[config.mk]
export PLATFORM = sky130hd
export DESIGN_NAME = pos_sweep
export DESIGN_NICKNAME = d
export VERILOG_FILES = /design/src/rtl/pos_pkg.sv /design/src/rtl/pos_eval.sv /design/src/rtl/pos_sweep.sv
export SDC_FILE = /design/constraint.sdc
export NUM_CORES = 1
export LEC_CHECK = 0
export BUFFER_PORTS_ARGS = -buffer_cell sky130_fd_sc_hd__buf_2
export CAP_MARGIN = 10
export CORE_AREA = 5 5 66 68
export CTS_BUF_LIST = sky130_fd_sc_hd__clkbuf_4
export DETAILED_ROUTE_END_ITERATION = 7
export DIE_AREA = 0 0 71 73
export GPL_TIMING_DRIVEN = 1
export PLACE_DENSITY = 0.73
export SYNTH_ARGS = -nofsm -noshare
export SYNTH_HDL_FRONTEND = slang
export SYNTH_SLANG_ARGS = --single-unit
[constraint.sdc]
create_clock -name clk -period 5.58 [get_ports clk]
set_clock_uncertainty 0.2 [all_clocks]
set_input_delay 0.558 -clock clk [delete_from_list [all_inputs] [get_ports clk]]
set_output_delay 0.558 -clock clk [all_outputs]
set_load 0.01 [all_outputs]
[src/rtl/pos_pkg.sv]
// Shared FSM state encoding and the legal range of the input count N
// for the product-of-sums sweep block.
package pos_pkg;

  localparam int N_MIN = 2;
  localparam int N_MAX = 8;

  typedef enum logic [1:0] {
    ST_IDLE  = 2'd0,
    ST_SWEEP = 2'd1,
    ST_DONE  = 2'd2
  } state_e;

endpackage

[src/rtl/pos_eval.sv]
// Product-of-sums evaluator: a maxterm list drives the function to 0 exactly
// at the listed input combinations and to 1 everywhere else.
module pos_eval #(
  parameter int N = 3
) (
  input  logic [2**N-1:0] mask,
  input  logic [N-1:0]    idx,
  output logic            s
);

  assign s = ~mask[idx];

endmodule

[src/rtl/pos_sweep.sv]
// Walks every input combination of two PoS functions, presenting one row per
// handshake, and reports whether and where the two functions disagree.
module pos_sweep
  import pos_pkg::*;
#(
  parameter int N = 3
) (
  input  logic          clk,
  input  logic          rst_n,
  input  logic          start,
  input  logic [2**N-1:0] mask_a,
  input  logic [2**N-1:0] mask_b,
  input  logic          out_ready,
  output logic          busy,
  output logic          row_valid,
  output logic [N-1:0]  row_idx,
  output logic          row_sa,
  output logic          row_sb,
  output logic          done,
  output logic          equal,
  output logic [N:0]    mismatch_count,
  output logic [N-1:0]  first_mismatch
);

  localparam int ROWS = 2**N;

  if (N < N_MIN || N > N_MAX) begin : g_bad_n
    $error("pos_sweep: N out of legal range");
  end

  state_e          state_q, state_d;
  logic [ROWS-1:0] mask_a_q, mask_a_d;
  logic [ROWS-1:0] mask_b_q, mask_b_d;
  logic [N-1:0]    row_idx_q, row_idx_d;
  logic [N-1:0]    first_q, first_d;
  logic [N:0]      count_q, count_d;
  logic            seen_q, seen_d;
  logic            sa, sb;

  pos_eval #(.N(N)) u_eval_a (.mask(mask_a_q), .idx(row_idx_q), .s(sa));
  pos_eval #(.N(N)) u_eval_b (.mask(mask_b_q), .idx(row_idx_q), .s(sb));

  always_comb begin
    state_d   = state_q;
    mask_a_d  = mask_a_q;
    mask_b_d  = mask_b_q;
    row_idx_d = row_idx_q;
    first_d   = first_q;
    count_d   = count_q;
    seen_d    = seen_q;
    case (state_q)
      ST_IDLE: begin
        if (start) begin
          mask_a_d  = mask_a;
          mask_b_d  = mask_b;
          row_idx_d = '0;
          first_d   = '0;
          count_d   = '0;
          seen_d    = 1'b0;
          state_d   = ST_SWEEP;
        end
      end
      ST_SWEEP: begin
        if (out_ready) begin
          if (sa != sb) begin
            count_d = count_q + {{N{1'b0}}, 1'b1};
            // Only the first disagreeing row is remembered.
            if (!seen_q) begin
              first_d = row_idx_q;
              seen_d  = 1'b1;
            end
          end
          // The last row leaves row_idx parked at the top instead of wrapping.
          if (row_idx_q == {N{1'b1}}) begin
            state_d = ST_DONE;
          end else begin
            row_idx_d = row_idx_q + {{(N-1){1'b0}}, 1'b1};
          end
        end
      end
      ST_DONE: state_d = ST_IDLE;
      default: state_d = ST_IDLE;
    endcase
  end

  always_ff @(posedge clk or negedge rst_n) begin
    if (!rst_n) begin
      state_q   <= ST_IDLE;
      mask_a_q  <= '0;
      mask_b_q  <= '0;
      row_idx_q <= '0;
      first_q   <= '0;
      count_q   <= '0;
      seen_q    <= 1'b0;
    end else begin
      state_q   <= state_d;
      mask_a_q  <= mask_a_d;
      mask_b_q  <= mask_b_d;
      row_idx_q <= row_idx_d;
      first_q   <= first_d;
      count_q   <= count_d;
      seen_q    <= seen_d;
    end
  end

  assign busy           = (state_q != ST_IDLE);
  assign row_valid      = (state_q == ST_SWEEP);
  assign done           = (state_q == ST_DONE);
  assign row_idx        = row_idx_q;
  assign row_sa         = sa;
  assign row_sb         = sb;
  assign equal          = ~seen_q;
  assign mismatch_count = count_q;
  assign first_mismatch = first_q;

endmodule

Yosys cells after proc, flatten, opt, wreduce, memory -nomap -nowiden
Index checks and enable logic that the tools add are counted.

word-level totals
  output and inout bits = 16
  bits of input ports = 20
  register bits after elaboration = 29

operators by class
  bitwise gates (word level) = 3
  equality and inequality tests = 10
  mux-type cells = 24
  reductions and logical operators = 8
  $add $sub $neg = 2
  order comparisons = 1

operators with widths
  operator                                            count
  two-way mux 3 bit                                   6
  two-way mux 4 bit                                   3
  one-hot mux 3 bit (2 select lines)                  2
  != test 2 bit, second input constant                4
  one-hot mux 4 bit (2 select lines)                  1
  AND reduction 4 bit                                 2
  binary-select mux 1 bit (select 3 bit)              2
  two-way mux 2 bit                                   3
  two-way mux 1 bit                                   5
  AND reduction 5 bit                                 1
  adder 4 x 1 -> 4 bit, second input constant         1
  < comparator 3 x 4 -> 1 bit, second input constant  1
  != test 2 x 1 -> 1 bit, second input constant       2
  one-hot mux 2 bit (2 select lines)                  1
  nonzero test 2 bit                                  2
  adder 3 x 1 -> 3 bit, second input constant         1
  == test 3 bit, second input constant                1
  NOT 1 bit                                           3
  AND reduction 3 bit                                 1
  == test 2 x 1 -> 1 bit, second input constant       1
  == test 2 bit, second input constant                1
  zero test 2 bit                                     1
  one-hot mux 1 bit (2 select lines)                  1
  AND reduction 2 bit                                 1
  != test 1 bit                                       1

Logic depth before layout (Yosys ltp)
Gate-level depths: netlist of the first run.

  word-level depth = 7
  gate-level depth with buffers = 7

Cells and area by module
From an unflattened synthesis of the first run, not the netlist that was laid out.

unflattened totals
  cell total of the unflattened synthesis = 103
  area total of the unflattened synthesis = 1380.1 sq um

modules (own cells, without submodules)
  module     area an instance (sq um)  seq. area each (sq um)  cells an instance  times used
  pos_sweep  1255.0                    725.7                   97                 1
  pos_eval   62.6                      0.0                     3                  2

Worst setup path before layout of the first run
Ideal clock, no wire load.

  kind = register -> register
  start point = register row_idx_q[0], in the netlist row_idx[0]
  end point = register count_q[2], in the netlist mismatch_count[2]
  data required time = 5.254 ns
  setup time = 0.126 ns
  buffers on the path = 1
  data arrival time = 2.075 ns
  stages on the path, launching flop included = 7
  slack = 3.179 ns
  path through = dfrtp_1 > buf_6 > mux4_2 > mux2i_2 > xnor2_1 > a21o_1 > a221o_1

between the ends
  word-level cells in the longest chain between the ends = 6
  elaborated cells between the ends (all ways) = 9

RTL lines
  what                                     line              source
  start: declaration                       pos_sweep.sv:34   logic [N-1:0] row_idx_q, row_idx_d;
  start signal: assignment                 pos_sweep.sv:99   row_idx_q <= row_idx_d;
  binary-select mux 1 bit (select 3 bit)   pos_eval.sv:11    assign s = ~mask[idx];
  two-way mux 1 bit (implied by the code)  pos_eval.sv:11
  NOT 1 bit                                pos_eval.sv:11
  via row_sa                               pos_sweep.sv:17   output logic row_sa,
  != test 1 bit                            pos_sweep.sv:65   if (sa != sb) begin
  != test 2 x 1 -> 1 bit (no source line)  -
  AND reduction 4 bit (no source line)     -
  end signal: assignment                   pos_sweep.sv:101  count_q <= count_d;
  end: declaration                         pos_sweep.sv:36   logic [N:0] count_q, count_d;

The timed path passes the listed nets, and every way through them passes these cells. The select of a mux whose other input is x is not followed.
A chain may end at the register's enable or synchronous reset.

Final worst setup path of the first run
  start point = register row_idx_q[0], in the netlist row_idx[0]
  end point = output row_sa

between the ends
  word-level cells in the longest chain between the ends = 3

RTL lines
  what                                     line
  binary-select mux 1 bit (select 3 bit)   pos_eval.sv:11
  two-way mux 1 bit (implied by the code)  pos_eval.sv:11
  NOT 1 bit                                pos_eval.sv:11
  end: declaration                         pos_sweep.sv:17

Every way passes these cells. The select of a mux whose other input is x is not followed.

==> results of run 1 <==
## flip-flops by register name, summed over array words and instances, names as in the netlist
register        count
first_mismatch      3
row_idx             3
seen_q              1
state_q             2
mask_a_q            8
mismatch_count      4
mask_b_q            8
## report_power, final
part	switching (mW)	leakage, nW	total, mW	internal [mW]
sequential	0.0863	0.357	0.387	0.300
combinational	0.227	0.470	0.436	0.209
clock	0.0659	0.0292	0.116	0.0504
## final timing paths
check / from / endpoint / slack [ns] / cells after the start
max in group asynchronous: rst_n / mask_a_q[4] / 4.72 / 1
min in group clk: mask_b[2] / mask_b_q[2] / 0.22 / 3
min reg2reg: mask_a_q[5] / mask_a_q[5] / 0.27 / 2
min: rst_n / first_mismatch[2] / 0.03 / 1
max: row_idx[0] / row_sa / 2.94 / 3
max reg2reg: row_idx[0] / mismatch_count[2] / 3.09 / 5
## per-layer routing
layer / wire length, um / share of wire (%) / vias up
li1: - / - / 548
met1: 1340 / 45 / 496
met2: 1330 / 45 / 31
met3: 248 / 8.3 / 6
met4: 50 / 1.7 / 0
met5: 0 / 0 / -
## cell usage in the layout, fill, tap and decap left out
master    instances
a21o_1            4
nand2_1          60
and2_1            1
a22oi_1           2
inv_1             3
nor2b_1           2
mux2i_1           4
a21oi_1           1
nand3_1           2
mux2_2            1
o21ai_0           3
buf_2            35
ha_1              3
dfrtp_1          29
nor4b_1           1
clkinv_1          1
mux2i_2           2
nor3_1            2
mux4_2            4
nor3_2            1
a311oi_1          1
clkbuf_4          6
or2_2             1
o41ai_1           1
xnor2_1           1
and3_1            1
nor2_1            5
a221o_1           1
## per-stage QoR
stage,cell area (um2),setup WS [ns],total power [mW],instances,utilization [%]
after floorplan,1390,3.18,0.704,143,-
after global placement,1600,3.18,0.817,221,42.0
after detailed placement,1600,3.11,0.831,221,42.0
after CTS,1650,2.92,0.950,228,43.3
after global routing,1650,2.83,1.02,228,43.3
final,1650,2.94,0.939,228,43.3
## worst register-to-register path: cells and delay by family, from the launching register on
kind / cells / cell delay, ns
flops: 1 / 0.59
compound gates: 2 / 0.61
xor+xnor: 1 / 0.19
mux: 2 / 0.78
## Yosys cell counts
| master | instances |
|---|---|
| a21oi_1 | 1 |
| nor2_1 | 5 |
| mux2i_2 | 2 |
| nor3_2 | 1 |
| nand2_1 | 60 |
| and3_1 | 1 |
| nor4b_1 | 1 |
| buf_6 | 1 |
| o41ai_1 | 1 |
| a311oi_1 | 1 |
| o21ai_0 | 3 |
| a22oi_1 | 2 |
| dfrtp_1 | 29 |
| and2_1 | 1 |
| a221o_1 | 1 |
| inv_1 | 3 |
| mux4_2 | 4 |
| mux2_2 | 1 |
| or2_2 | 1 |
| nor3_1 | 2 |
| nor2b_1 | 2 |
| xnor2_1 | 1 |
| a21o_1 | 4 |
| clkbuf_1 | 6 |
| ha_1 | 3 |
| mux2i_1 | 4 |
| nand3_1 | 2 |
## cell families after synthesis
family / count (synthesis) / share of synthesized area (%)
AO/OA/AOI/OAI: 13 / 6.65
buffers and inverters: 10 / 3.23
AND/OR/NAND/NOR: 76 / 22.6
flip-flops: 29 / 52.1
XOR/XNOR: 1 / 0.629
adder cells (fa/ha/maj): 3 / 2.70
multiplexers: 11 / 12.1
## layout make-up
| class | instances | area, um2 | area share, % |
|---|---|---|---|
| clock buffer | 6 | 45.0 | 2.74 |
| clock inverter | 1 | 3.75 | 0.228 |
| sequential | 29 | 726 | 44.1 |
| multi-input combinational | 104 | 622 | 37.8 |
| tap | 50 | 62.6 | 3.80 |
| inverter | 3 | 11.3 | 0.684 |
| timing repair buffer | 35 | 175 | 10.6 |
==> run metrics, run 1 <==
largest net degree at the start of global routing 30; syn nets 166; drt pass-1 iters 4; library cells used by synthesis 27; diode count 0; crit path DAT 1.88 ns; GR Util met1 15.5%; crit end category primary output; ANT nets after route 0; crit-path cells mux4_2 -> mux2i_2 -> buf_2; TritonCTS clock tree built; CP delay by family, top multiplexers; Num CTS Buffers 5; Post-Syn Area 1390 um2; final setup fails 0; CTS max path bufs 2; clock-pin slew on the worst setup and hold paths 0.09 ns; Synth warnings 0; grt ovf 0; first-pass GRT wire length 5.02 mm; # IOs 36; RSZ-0062 raised after global routing no; GRT busiest layer met2; Worst Path Required 4.82 ns; worst slew pin tran 0.628 ns; crit path launch type flop; Via Count 1081; Cells after Synth 143; Rel. slew slack 58.1%; setup_tns 0 ns; Clock Sinks 29; initial antenna violation count 0; Initial Utilization 36.7%; Seq/Total Area, Yosys 52.1%; max-cap violations 0; H-tree depth 2; status finished clean; slowest stage delay, CP 0.59 ns; Final Slew Violations 0; final wirelength 2.97 mm; Hold WC Path Type input pin to asynchronous set/reset pin; vias in the first global route 1105; Clk Latency, worst-skew pair 0.33 ns; Die ar. 5180 um2; layout cells sized above 1 28.1%; worst vdd ir 0.166 mV; routability congestion estimate 0.758; CP Class flop to primary output; Setup Buffers After CTS 0; drt initial violations 111; CP max-delay cell dfrtp_1; M3 GR Usage 5.51%; period utilization 47.2%; Synth-to-Final Area Change 18.1%; CTS Root Cell clkbuf_4; filler cell count in the final layout 390; hold slack 0.0343 ns; height of the chip 73 um; P_leak 0.855 nW; Yosys top cell area share 52.1%; core region area 3800 um2; Site Rows 23; GR Util All Layers 12.9%; Final Hold Vio Count 0; die width 71 um; Synth area leaders dfrtp_1 (52%), nand2_1 (16%), mux4_2 (6.5%), mux2i_1 (2.9%), ha_1 (2.7%); post-route DRC violation count 0; cell taking the most area after synthesis dfrtp_1; NumNets Final 201; post-detail-place hpwl 2.24 mm; Final min period 2.64 ns; DR vias/cell 4.74; Highest Clock Rate 0.379 GHz; CTS Hold Bufs 0; met2 global-route usage 19.8%; syn avg cell area 9.74 um2; CP Buf/Inv Count 1; post-CTS resize count 0; power density over cell area 571 nW/um2; crit-path max FO 10; Yosys reg bits 29; # port buffers 35; average routed wire per standard cell 13.0 um
Power figures use the tool's default switching activity.
==> run 2: changes to the inputs <==
- PLACE_DENSITY: 0.73 -> 0.75
- clock period: 5.58 -> 2.4 ns (I/O delays scaled with it)
==> run metrics, run 2 (same netlist as run 1, synthesis figures left out) <==
Worst Path Required 2.42 ns (-2.40 ns); routability congestion estimate 0.750 (-1.1%); vias in the first global route 1132 (+2.4%); Clock power frac 13.5% (+1.1 points); CP delay by family, top multiplexers; Initial Utilization 36.7% (unchanged); largest net degree at the start of global routing 30 (unchanged); die width 71 um (unchanged); Seq. cell area 727 um2 (+0.17%); Hold WC Path Type input pin to asynchronous set/reset pin; max-cap violations 0 (unchanged); TritonCTS clock tree built; first-pass GRT wire length 5.18 mm (+3.0%); H-tree depth 2 (unchanged); NumNets Final 223 (+11%); Sequential Power Share 37.8% (-3.4 points); GR Util All Layers 13.2% (+0.32 points); # port buffers 35 (unchanged); final cell count without fillers 251 (+10%); final wirelength 3.14 mm (+5.7%); crit end category flop; diode count 0 (unchanged); CP Class flop to flop; initial antenna violation count 0 (unchanged); setup_tns 0 ns (unchanged); Int Pwr 1.44 mW (+160%); filler cell count in the final layout 380 (-2.6%); final setup fails 0 (unchanged); Final Slew Violations 0 (unchanged); drt initial violations 70 (-37%); Die ar. 5180 um2 (unchanged); average routed wire per standard cell 12.5 um (-4.0%); crit path DAT 2.29 ns (+0.41 ns); grt ovf 0 (unchanged); worst vdd ir 0.485 mV (+190%); Final min period 2.27 ns; R2R setup slack 0.13 ns (-2.96 ns); Via Count 1130 (+4.5%); period utilization 94.6%; status finished clean; Num CTS Buffers 5 (unchanged); Final Hold Vio Count 0 (unchanged); RSZ-0062 raised after global routing no; clock-pin slew on the worst setup and hold paths 0.09 ns (about the same); power density over cell area 1250 nW/um2 (+120%); ANT nets after route 0 (unchanged); layout cells sized above 1 28.4% (+0.27 points); slowest stage delay, CP 0.53 ns (-0.06 ns); Net Sw Power 0.920 mW (+140%); DR vias/cell 4.50 (-5.0%); Net Sw Frac 39.1% (-1.3 points); Highest Clock Rate 0.440 GHz; crit path launch type flop; # IOs 36 (unchanged); post-route DRC violation count 0 (unchanged); commonest cells after routing, fill and taps aside nand2_1 (60), buf_2 (35), dfrtp_1 (28), dlygate4sd3_1 (19), clkbuf_4 (8); worst slew pin tran 0.654 ns (+0.0255 ns); P_leak 0.959 nW (+12%); Site Rows 23 (unchanged); CTS Root Cell clkbuf_4; Placed Cells incl. Taps 224 (+1.4%); CP Buf/Inv Count 0 (-1); area of the multi-input gates 638 um2 (+2.6%); height of the chip 73 um (unchanged); CP max-delay cell mux4_2; CTS max path bufs 2 (unchanged); Clock Sinks 29 (unchanged); hold slack 0.261 ns (+0.226 ns); Comb pwr share 48.7% (+2.3 points); crit-path cells mux4_2 -> mux2i_2 -> xnor2_2 -> a21o_1 -> a221o_1; commonest non-fill, non-tap cell in the layout nand2_1; Clk Latency, worst-skew pair 0.33 ns (about the same); Rel. slew slack 56.4% (-1.7 points); post-detail-place hpwl 2.21 mm (-1.3%); Synth-to-Final Area Change 35.5%; crit-path max FO 5 (-5); core region area 3800 um2 (unchanged); drt pass-1 iters 4 (unchanged)
-- run 2: per-stage QoR --
| stage | total power, mW | instance area, um2 | worst slack [ns] | utilization [%] |
|---|---|---|---|---|
| floorplan | 1.66 | 1400 | 0.00987 | - |
| global placement | 1.97 | 1630 | 0.114 | 42.9 |
| detailed placement | 2.00 | 1630 | 0.0514 | 42.9 |
| CTS | 2.35 | 1880 | 0.0266 | 49.4 |
| global route | 2.55 | 1890 | 0.00671 | 49.7 |
| finish | 2.36 | 1890 | 0.129 | 49.7 |
-- run 2: timing repair --
action / 4_1_cts / 5_1_grt
resized for setup: 0 / 2
hold buffers: 19 / 0
hold endpoints to repair: 47 / 0
setup endpoints to repair: 0 / 7
setup buffers: 0 / 0
-- run 2: final cells by class --
class	count	share of cell area, %
multi-input cells	104	33.8
well taps	50	3.32
flip-flops and latches	29	38.5
inverters	3	0.597
clock buffers	8	3.18
repair buffers	57	20.6
-- run 2: worst paths after layout --
kind                                          end  cells after the start         from
worst max-delay path            mismatch_count[2]                      5   row_idx[0]
worst min-delay path            mismatch_count[0]                      2        rst_n
worst max register to register  mismatch_count[2]                      5   row_idx[0]
worst min register to register        mask_a_q[7]                      2  mask_a_q[7]
max in group asynchronous              row_idx[0]                      2        rst_n
min in group clk                      mask_a_q[7]                      2  mask_a_q[7]
-- run 2: worst reg2reg max path: stages (launching register included) --
cell and delay, ns:
dfrtp_2 0.45, mux4_2 0.53, mux2i_2 0.24, xnor2_2 0.14
a21o_1 0.25, a221o_1 0.35
-- run 2: power by group through the flow --
stage | sequential, mW | combinational (mW) | clock (mW)
after floorplan | 0.855 | 0.807 | 0
after global placement | 0.892 | 1.07 | 0
after detailed placement | 0.901 | 1.10 | 0
after CTS | 0.893 | 1.13 | 0.324
after global routing | 0.927 | 1.28 | 0.346
final | 0.890 | 1.15 | 0.319
-- run 2: layer usage --
metal / track usage (%) / wire (um) / vias to the layer above / part of all wire, %
li1: - / - / 589 / -
met3: 4.41 / 205 / 6 / 6.5
met1: 16.3 / 1410 / 507 / 45
met2: 20.7 / 1490 / 28 / 47
met5: 0 / 0 / - / 0
met4: 6.89 / 42 / 0 / 1.3
==> run 3: changes to the inputs <==
- CELL_PAD_IN_SITES_DETAIL_PLACEMENT: unset -> 2
- CELL_PAD_IN_SITES_GLOBAL_PLACEMENT: unset -> 2
- CORE_AREA: 5 5 66 68 -> 5 5 76 78
- DIE_AREA: 0 0 71 73 -> 0 0 81 83
- PLACE_DENSITY: 0.75 -> 0.86
- SETUP_SLACK_MARGIN: unset -> 0.05
- SLEW_MARGIN: unset -> 20
==> run metrics, run 3 (same netlist as run 1, synthesis figures left out) <==
DR vias/cell 4.55 (+1.1%); Place WS -0.00458 ns (-0.0560 ns); average routed wire per standard cell 15.8 um (+26%); drt pass-1 iters 4 (unchanged); CP Buf/Inv Count 0 (unchanged); Int Pwr 1.43 mW (-0.58%); Site Rows 26 (+13%); final setup fails 0 (unchanged); P_leak 0.960 nW (about the same); Initial Utilization 27.8% (-8.9 points); commonest cells after routing, fill and taps aside nand2_1 (60), buf_2 (35), dfrtp_1 (28), dlygate4sd3_1 (19), clkbuf_4 (6); Final min period 2.28 ns (+0.00724 ns); CTS Root Cell clkbuf_4; Synth-to-Final Area Change 38.7%; worst vdd ir 0.406 mV (-16%); core region area 5010 um2 (+32%); Die ar. 6720 um2 (+30%); CP delay by family, top multiplexers; clock-pin slew on the worst setup and hold paths 0.10 ns (about the same); crit end category flop; slowest stage delay, CP 0.55 ns (+0.02 ns); post-detail-place hpwl 3.02 mm (+37%); Final Power 2.46 mW (+4.3%); max-cap violations 0 (unchanged); Num CTS Buffers 5 (unchanged); H-tree depth 2 (unchanged); area of the multi-input gates 662 um2 (+3.7%); Seq. cell area 727 um2 (unchanged); die width 81 um (+14%); Sequential Power Share 36.1% (-1.7 points); filler cell count in the final layout 574 (+51%); Net Sw Frac 41.9% (+2.9 points); crit path launch type flop; Hold WC Path Type input pin to asynchronous set/reset pin; crit-path max FO 5 (unchanged); first-pass GRT wire length 7.07 mm (+37%); vias in the first global route 1453 (+28%); grt ovf 0 (unchanged); Final Slew Violations 0 (unchanged); TritonCTS clock tree built; ANT nets after route 0 (unchanged); Rel. slew slack 55.9% (-0.55 points); drt initial violations 32 (-54%); period utilization 94.9% (+0.30 points); final wirelength 4.28 mm (+36%); diode count 0 (unchanged); CP Class flop to flop; Worst R2R End mismatch_count[2]; Clock Sinks 29 (unchanged); RSZ-0062 raised after global routing yes; commonest non-fill, non-tap cell in the layout nand2_1; Final Hold Vio Count 0 (unchanged); CTS max path bufs 2 (unchanged); Worst Path Required 2.42 ns (about the same); power density over cell area 1270 nW/um2 (+1.9%); worst reg2reg path depth 5 (unchanged); Clk Latency, worst-skew pair 0.33 ns (about the same); post-route DRC violation count 0 (unchanged); NumNets Final 224 (+0.45%); R2R Path Start row_idx[0]; routability congestion estimate 0.810 (+8.1%); Highest Clock Rate 0.439 GHz (-0.32%); layout cells sized above 1 28.9% (+0.50 points); # IOs 36 (unchanged); crit-path cells mux4_2 -> mux2i_4 -> xnor2_2 -> a21o_1 -> a221o_1; height of the chip 83 um (+14%); Comb pwr share 52.1% (+3.4 points); R2R setup slack 0.12 ns (about the same); hold slack 0.265 ns (+0.00478 ns); GR Util All Layers 13.8% (+0.51 points); # port buffers 35 (unchanged); worst slew pin tran 0.662 ns (+0.00822 ns); Via Count 1234 (+9.2%); initial antenna violation count 0 (unchanged); status finished clean; crit path DAT 2.29 ns (about the same); Clock power frac 11.8% (-1.7 points); CP max-delay cell mux4_2; largest net degree at the start of global routing 30 (unchanged); Net Sw Power 1.03 mW (+12%); Setup WS post-layout 0.121 ns (-0.00724 ns)
==> run 3: stage by stage <==
stage	setup TNS [ns]	std cells	utilization (%)	instance area, um2
2_1_floorplan	0	143	-	1410
6_report	0	271	38.6	1930
4_1_cts	0	271	38.1	1910
3_3_place_gp	0	245	33.3	1670
5_1_grt	0	271	38.6	1930
3_5_place_dp	-0.00458	245	33.3	1670
==> run 3: worst max path at each step <==
stage,startpoint,endpoint,slack (ns),cells past startpoint
CTS,row_idx[0],mismatch_count[2],0.06,5
detailed placement,row_idx[0],mismatch_count[2],-0.005,5
global route,row_idx[0],mismatch_count[2],0.03,5
finish,row_idx[0],mismatch_count[2],0.12,5
floorplan,row_idx[0],mismatch_count[2],0.06,6
global placement,row_idx[0],mismatch_count[2],0.12,5
==> run 3: what timing repair did <==
item / in CTS / in global routing
endpoints found under the hold margin: 47 / 0
hold buffers: 19 / 0
setup buffers: 0 / 0
endpoints found under the setup margin: 2 / 6
gates resized for setup: 1 / 4
pin swaps: 0 / 1
==> run 3: power groups by stage <==
stage / Sequential (mW) / Combinational [mW] / Clock, mW
after CTS: 0.888 / 1.25 / 0.305
after floorplan: 0.858 / 0.830 / 0
final: 0.886 / 1.28 / 0.290
after detailed placement: 0.897 / 1.21 / 0
after global placement: 0.884 / 1.14 / 0
after global routing: 0.921 / 1.43 / 0.330
==> run 3: layout make-up <==
cell class                 instances  share of cell area (%)
tap                               70                    4.53
multi-input combinational        104                    34.3
clock inverter                     1                   0.194
inverter                           3                   0.583
timing repair buffer              58                    20.5
clock buffer                       6                    2.33
sequential                        29                    37.6
==> run 3: per-layer routing <==
metal | track usage, % | up-vias | share of wire [%]
met3 | 2.92 | 7 | 4.4
met5 | 0 | - | 0
li1 | - | 590 | -
met2 | 23.9 | 28 | 55
met1 | 15.6 | 609 | 39
met4 | 6.76 | 0 | 1.6
